File: src/rtl/output_arbiter.sv
// output_arbiter: two-input round-robin arbiter that issues one selector
// token per pending packet to the output merge stage over valid/ready.
// Optional build macro OUTARB_STATS_EN enables the 16-bit per-input
// accepted-grant counters; without it gcnt0_o/gcnt1_o are tied to zero.
//
// state   | meaning
// --------+--------------------------------------------------------------
// S_IDLE  | no token offered, waiting for a nonzero pending count
// S_OFFER | sel_valid_o=1, sel_o held until the merge stage accepts it
module output_arbiter #(
   parameter int CNT_W    = 4,
   parameter bit SEL_PRI0 = 1'b1
) (
   input  logic             clk,
   input  logic             rst_n,
   input  logic             req0_i,
   input  logic             req1_i,
   output logic             sel_valid_o,
   input  logic             sel_ready_i,
   output logic             sel_o,
   output logic [CNT_W-1:0] pend0_o,
   output logic [CNT_W-1:0] pend1_o,
   output logic             ovf0_o,
   output logic             ovf1_o,
   output logic [15:0]      gcnt0_o,
   output logic [15:0]      gcnt1_o
);

   typedef enum logic {
      S_IDLE  = 1'b0,
      S_OFFER = 1'b1
   } state_t;

   localparam logic [CNT_W-1:0] PEND_MAX = '1;
   localparam logic [CNT_W-1:0] PEND_ONE = CNT_W'(1);

   state_t           r_state;
   state_t           w_state_nxt;
   logic [CNT_W-1:0] r_pend0;
   logic [CNT_W-1:0] r_pend1;
   logic [CNT_W-1:0] w_pend0_nxt;
   logic [CNT_W-1:0] w_pend1_nxt;
   logic             r_ovf0;
   logic             r_ovf1;
   logic             w_ovf0_nxt;
   logic             w_ovf1_nxt;
   logic             r_sel;
   logic             w_sel_nxt;
   // last_grant: input granted at the most recent selection
   logic             r_last;
   logic             w_last_nxt;
   logic             w_hs;
   logic             w_any;
   logic             w_pick;
   logic             w_take;
   logic             w_dec0;
   logic             w_dec1;

   // Selection decision and FSM next state, using only registered counts
   always_comb begin
      w_state_nxt = r_state;
      w_sel_nxt   = r_sel;
      w_last_nxt  = r_last;
      w_hs        = (r_state == S_OFFER) & sel_ready_i;
      w_any       = (r_pend0 != '0) | (r_pend1 != '0);
      if ((r_pend0 != '0) && (r_pend1 != '0)) begin
         w_pick = ~r_last;
      end else begin
         w_pick = (r_pend0 == '0);
      end
      w_take = w_any & ((r_state == S_IDLE) | w_hs);
      w_dec0 = w_take & ~w_pick;
      w_dec1 = w_take & w_pick;
      if (w_take) begin
         w_sel_nxt  = w_pick;
         w_last_nxt = w_pick;
      end
      case (r_state)
         S_IDLE: begin
            if (w_take) begin
               w_state_nxt = S_OFFER;
            end
         end
         S_OFFER: begin
            if (w_hs && !w_take) begin
               w_state_nxt = S_IDLE;
            end
         end
         default: w_state_nxt = S_IDLE;
      endcase
   end

   // Pending counters: +req, -selection, saturate and flag a dropped request
   always_comb begin
      w_pend0_nxt = r_pend0;
      w_ovf0_nxt  = r_ovf0;
      if (req0_i && !w_dec0) begin
         if (r_pend0 == PEND_MAX) begin
            w_ovf0_nxt = 1'b1;
         end else begin
            w_pend0_nxt = r_pend0 + PEND_ONE;
         end
      end else if (!req0_i && w_dec0) begin
         w_pend0_nxt = r_pend0 - PEND_ONE;
      end

      w_pend1_nxt = r_pend1;
      w_ovf1_nxt  = r_ovf1;
      if (req1_i && !w_dec1) begin
         if (r_pend1 == PEND_MAX) begin
            w_ovf1_nxt = 1'b1;
         end else begin
            w_pend1_nxt = r_pend1 + PEND_ONE;
         end
      end else if (!req1_i && w_dec1) begin
         w_pend1_nxt = r_pend1 - PEND_ONE;
      end
   end

   // State, selector and counter registers
   always_ff @(posedge clk or negedge rst_n) begin
      if (!rst_n) begin
         r_state <= S_IDLE;
         r_sel   <= 1'b0;
         r_last  <= SEL_PRI0;
         r_pend0 <= '0;
         r_pend1 <= '0;
         r_ovf0  <= 1'b0;
         r_ovf1  <= 1'b0;
      end else begin
         r_state <= w_state_nxt;
         r_sel   <= w_sel_nxt;
         r_last  <= w_last_nxt;
         r_pend0 <= w_pend0_nxt;
         r_pend1 <= w_pend1_nxt;
         r_ovf0  <= w_ovf0_nxt;
         r_ovf1  <= w_ovf1_nxt;
      end
   end

   assign sel_valid_o = (r_state == S_OFFER);
   assign sel_o       = r_sel;
   assign pend0_o     = r_pend0;
   assign pend1_o     = r_pend1;
   assign ovf0_o      = r_ovf0;
   assign ovf1_o      = r_ovf1;

`ifdef OUTARB_STATS_EN
   logic [15:0] r_gcnt0;
   logic [15:0] r_gcnt1;

   // Accepted-grant counters, wrapping modulo 2^16
   always_ff @(posedge clk or negedge rst_n) begin
      if (!rst_n) begin
         r_gcnt0 <= '0;
         r_gcnt1 <= '0;
      end else if (w_hs) begin
         if (r_sel) begin
            r_gcnt1 <= r_gcnt1 + 16'd1;
         end else begin
            r_gcnt0 <= r_gcnt0 + 16'd1;
         end
      end
   end

   assign gcnt0_o = r_gcnt0;
   assign gcnt1_o = r_gcnt1;
`else
   assign gcnt0_o = '0;
   assign gcnt1_o = '0;
`endif

endmodule
File: config.mk
export PLATFORM = sky130hd
export DESIGN_NAME = output_arbiter
export DESIGN_NICKNAME = d
export VERILOG_FILES = /design/src/rtl/output_arbiter.sv
export SDC_FILE = /design/constraint.sdc
export NUM_CORES = 1
export LEC_CHECK = 0
export BUFFER_PORTS_ARGS = -buffer_cell sky130_fd_sc_hd__buf_2
export CAP_MARGIN = 20
export CELL_PAD_IN_SITES_DETAIL_PLACEMENT = 2
export CELL_PAD_IN_SITES_GLOBAL_PLACEMENT = 2
export CORE_ASPECT_RATIO = 1.4
export CORE_UTILIZATION = 30
export CTS_BUF_LIST = sky130_fd_sc_hd__clkbuf_8
export CTS_CLUSTER_DIAMETER = 150
export DETAILED_ROUTE_END_ITERATION = 10
export PLACE_DENSITY_LB_ADDON = 0.1
export SYNTH_ARGS = -nofsm -noshare
export SYNTH_HDL_FRONTEND = slang
export SYNTH_SLANG_ARGS = --single-unit
File: constraint.sdc
create_clock -name clk -period 4.8 [get_ports clk]
set_clock_uncertainty 0.05 [all_clocks]
set_input_delay 0.24 -clock clk [delete_from_list [all_inputs] [get_ports clk]]
set_output_delay 0.24 -clock clk [all_outputs]
set_load 0.01 [all_outputs]
==> metrics.csv <==
stage,metric,value,unit
yosys,Yosys cell types,37,
yosys,top post-synthesis cells by count,"buf_4 (32), dfrtp_1 (12), mux2i_1 (8)",
placed_design,IO Port Bufs,16,
yosys,Synth async-reset ratio,100,%
timing,max frequency,364,MHz
yosys,Synth Flop Type,dfrtp_1,
setup_path,R2R setup slack,2.05,ns
pwr,Switching Power,0.310,mW
timing,final hold vios,0,
setup_path,crit-path max FO,7,
yosys,most frequent cell after synthesis,buf_4,
setup_path,Crit Path Category,register to register,
yosys,post-synthesis register bit count,13,
timing,Slew HR,60.5,%
clocking,CTS max path bufs,2,
cells_and_area,number of diodes,0,
hold_path,Hold Crit Endpoint,ovf1_o,
pwr,Leak,0.562,nW
yosys,synth top area cells,"dfrtp_1 (28%), buf_4 (22%), mux2i_1 (7.5%), ha_1 (4.7%), fa_1 (3.7%)",
setup_path,FF-to-FF Start,pend0_o[1],
setup_path,critical path arrival,2.86,ns
floorplan,I/O pin count,49,
pwr,clock share of power,13.7,%
timing,Worst-Margin Slew,0.586,ns
clocking,Worst-path clk slew,0.06,ns
routing,vias per inst,4.46,
floorplan,die area,3820,sq um
timing,setup tns final,0,ns
yosys,Synth top area share,28.0,%
pwr,Max rail drop VDD,0.242,mV
setup_path,Worst Setup End Kind,register,
setup_path,reg2reg end,pend0_o[3],
yosys,Mapped Cells,104,
pwr,register share of total power,35.7,%
timing,final setup fails,0,
hold_path,Hold Path Cell Cnt,2,
floorplan,core area,3410,sq um
routing,DR DRC count,0,
pwr,Sw Share,44.0,%
hold_path,Worst Hold Launch,req1_i,
pwr,combinational share of power,50.6,%
yosys,"Seq/Total Area, Yosys",30.5,%
cells_and_area,Layout Nets,136,
placed_design,Post-Place Worst Slack,2.03,ns
floorplan,Initial Utilization,31.4,%
setup_path,"Req. time, crit path",4.91,ns
floorplan,width of the die,52.5,um
cells_and_area,layout cells sized above 1,25.0,%
routing,post-detailed-route count of antenna-violating nets,0,
clocking,Num CTS Buffers,3,
clocking,clock root buffer,clkbuf_8,
pwr,Pwr Density,621,nW/um^2
global_route,largest net degree at the start of global routing,14,
run_status,status,finished clean,
clocking,CTS Sinks,13,
floorplan,# rows,25,
global_route,number of global-route vias before repair,775,
yosys,Mapped Area,1070,sq um
routing,DRT Wirelength,2330,um
floorplan,die height,72.7,um
placed_design,post-DP HPWL,1900,um
routing,DR vias,732,
clocking,H-tree levels,1,
timing,"Slew Viols, Final",0,
job,Max Cap Viol,0,
setup_path,reg2reg path depth,8,
routing,wire per inst,14.2,um
routing,drt initial violations,4,
clocking,clock latency on the worst-skew pair,0.24,ns
clocking,TritonCTS clock tree,yes,
global_route,grt ovf,0,
timing,PnR worst setup slack,2.05,ns
global_route,initial antenna violation count,0,
cells_and_area,P&R area growth vs syn,5.72,%
yosys,Post-synth EDFFs,0,
hold_path,worst min-delay path class,primary input to register,
yosys,number of synthesis warnings,0,
yosys,syn avg cell area,10.3,sq um
timing,unrepaired setup endpoints after global routing,no,
routing,First-pass DRT Iterations,2,
pwr,P_int,0.395,mW
setup_path,Worst Setup Start Kind,register,
global_route,first-pass GRT wire length,3790,um
yosys,post-synth top area cell,dfrtp_1,
timing,Tcrit/Tclk final,57.3,%
placed_design,Final GP Congestion,0.690,
global_route,Total GRT Usage,13.5,%
clocking,cts repair resizes,0,
timing,minimum clock period after layout,2.75,ns
==> per-layer routing <==
layer	GRT usage [%]	vias up	wire length (um)
met2	25.2	20	1370
li1	-	339	-
met3	2.08	2	108
met5	0	-	0
met1	14.8	371	836
met4	5.26	0	16
==> critical path, stage by stage, from the launching register on <==
cell and delay [ns]:
dfrtp_1 0.48, or4_4 0.61, o211ai_4 0.14, nand2_1 0.17
ha_1 0.36, and3_1 0.21, or3_1 0.33, mux2i_1 0.16
xor2_1 0.16
==> layout make-up <==
cell class | instances | area [sq um]
Clock inverter | 1 | 3.75
Fill cell | 397 | 2280
Clock buffer | 3 | 41.3
Timing Repair Buffer | 17 | 90.1
Multi-Input combinational cell | 86 | 607
Sequential cell | 13 | 327
Tap cell | 40 | 50.0
Inverter | 4 | 15.0
==> power by group through the flow <==
stage / clock [mW] / sequential [mW] / combinational, mW
after global placement: 0 / 0.252 / 0.353
after floorplan: 0 / 0.255 / 0.255
after CTS: 0.101 / 0.256 / 0.365
final: 0.0964 / 0.251 / 0.357
after detailed placement: 0 / 0.257 / 0.362
after global routing: 0.109 / 0.263 / 0.406
==> state kept, by name (all words and copies together) (netlist names) <==
| name | count |
|---|---|
| pend0_o | 4 |
| pend1_o | 4 |
| ovf0_o | 1 |
| ovf1_o | 1 |
| r_last | 1 |
| sel_o | 1 |
| sel_valid_o | 1 |
==> worst max path at each step <==
| stage | from | endpoint | slack [ns] | cells past startpoint |
|---|---|---|---|---|
| 2_1_floorplan | pend0_o[1] | pend0_o[3] | 2.20 | 8 |
| 3_3_place_gp | pend0_o[1] | pend0_o[3] | 2.09 | 8 |
| 3_5_place_dp | pend0_o[1] | pend0_o[3] | 2.03 | 8 |
| 4_1_cts | pend0_o[1] | pend0_o[3] | 2.01 | 8 |
| 5_1_grt | pend0_o[1] | pend0_o[3] | 1.89 | 8 |
| 6_report | pend0_o[1] | pend0_o[3] | 2.05 | 8 |
==> metrics by stage <==
stage                     std cells  power, mW  utilization [%]  area, sq um  hold WS [ns]
final                           164      0.704             33.2         1130         0.263
after global routing            164      0.778             33.2         1130         0.272
after CTS                       164      0.723             33.2         1130         0.262
after detailed placement        159      0.620             31.6         1080         0.114
after global placement          159      0.605             31.6         1080         0.107
after floorplan                 135      0.509                -         1190        -0.106
==> placed cells by master, fill, tap and decap left out, drive strengths merged, types with 3 or more instances in the layout <==
cell type | Yosys | final
nand2 | 3 | 3
conb | 1 | 32
ha | 4 | 4
mux2i | 8 | 8
dfrtp | 12 | 12
and3 | 3 | 3
buf | 32 | 16
xor2 | 3 | 3
xnor2 | 3 | 3
clkbuf | 0 | 3
inv | 4 | 5
==> cells by family after synthesis <==
logic type	share of synthesized area (%)
and+or+nand+nor	11.2
buffers and inverters	23.8
adders and majority gates	8.40
muxes	8.52
other	0.350
xor gates and xnor gates	4.90
DFF	30.5
AOI/OAI and AO/OA	12.4
==> what timing repair did <==
item,CTS,global route
endpoints found under the hold margin,12,0
buffers inserted,0,0
endpoints found under the setup margin,0,0
hold buffers,1,0
No activity file was read; power rests on OpenSTA's default activity.
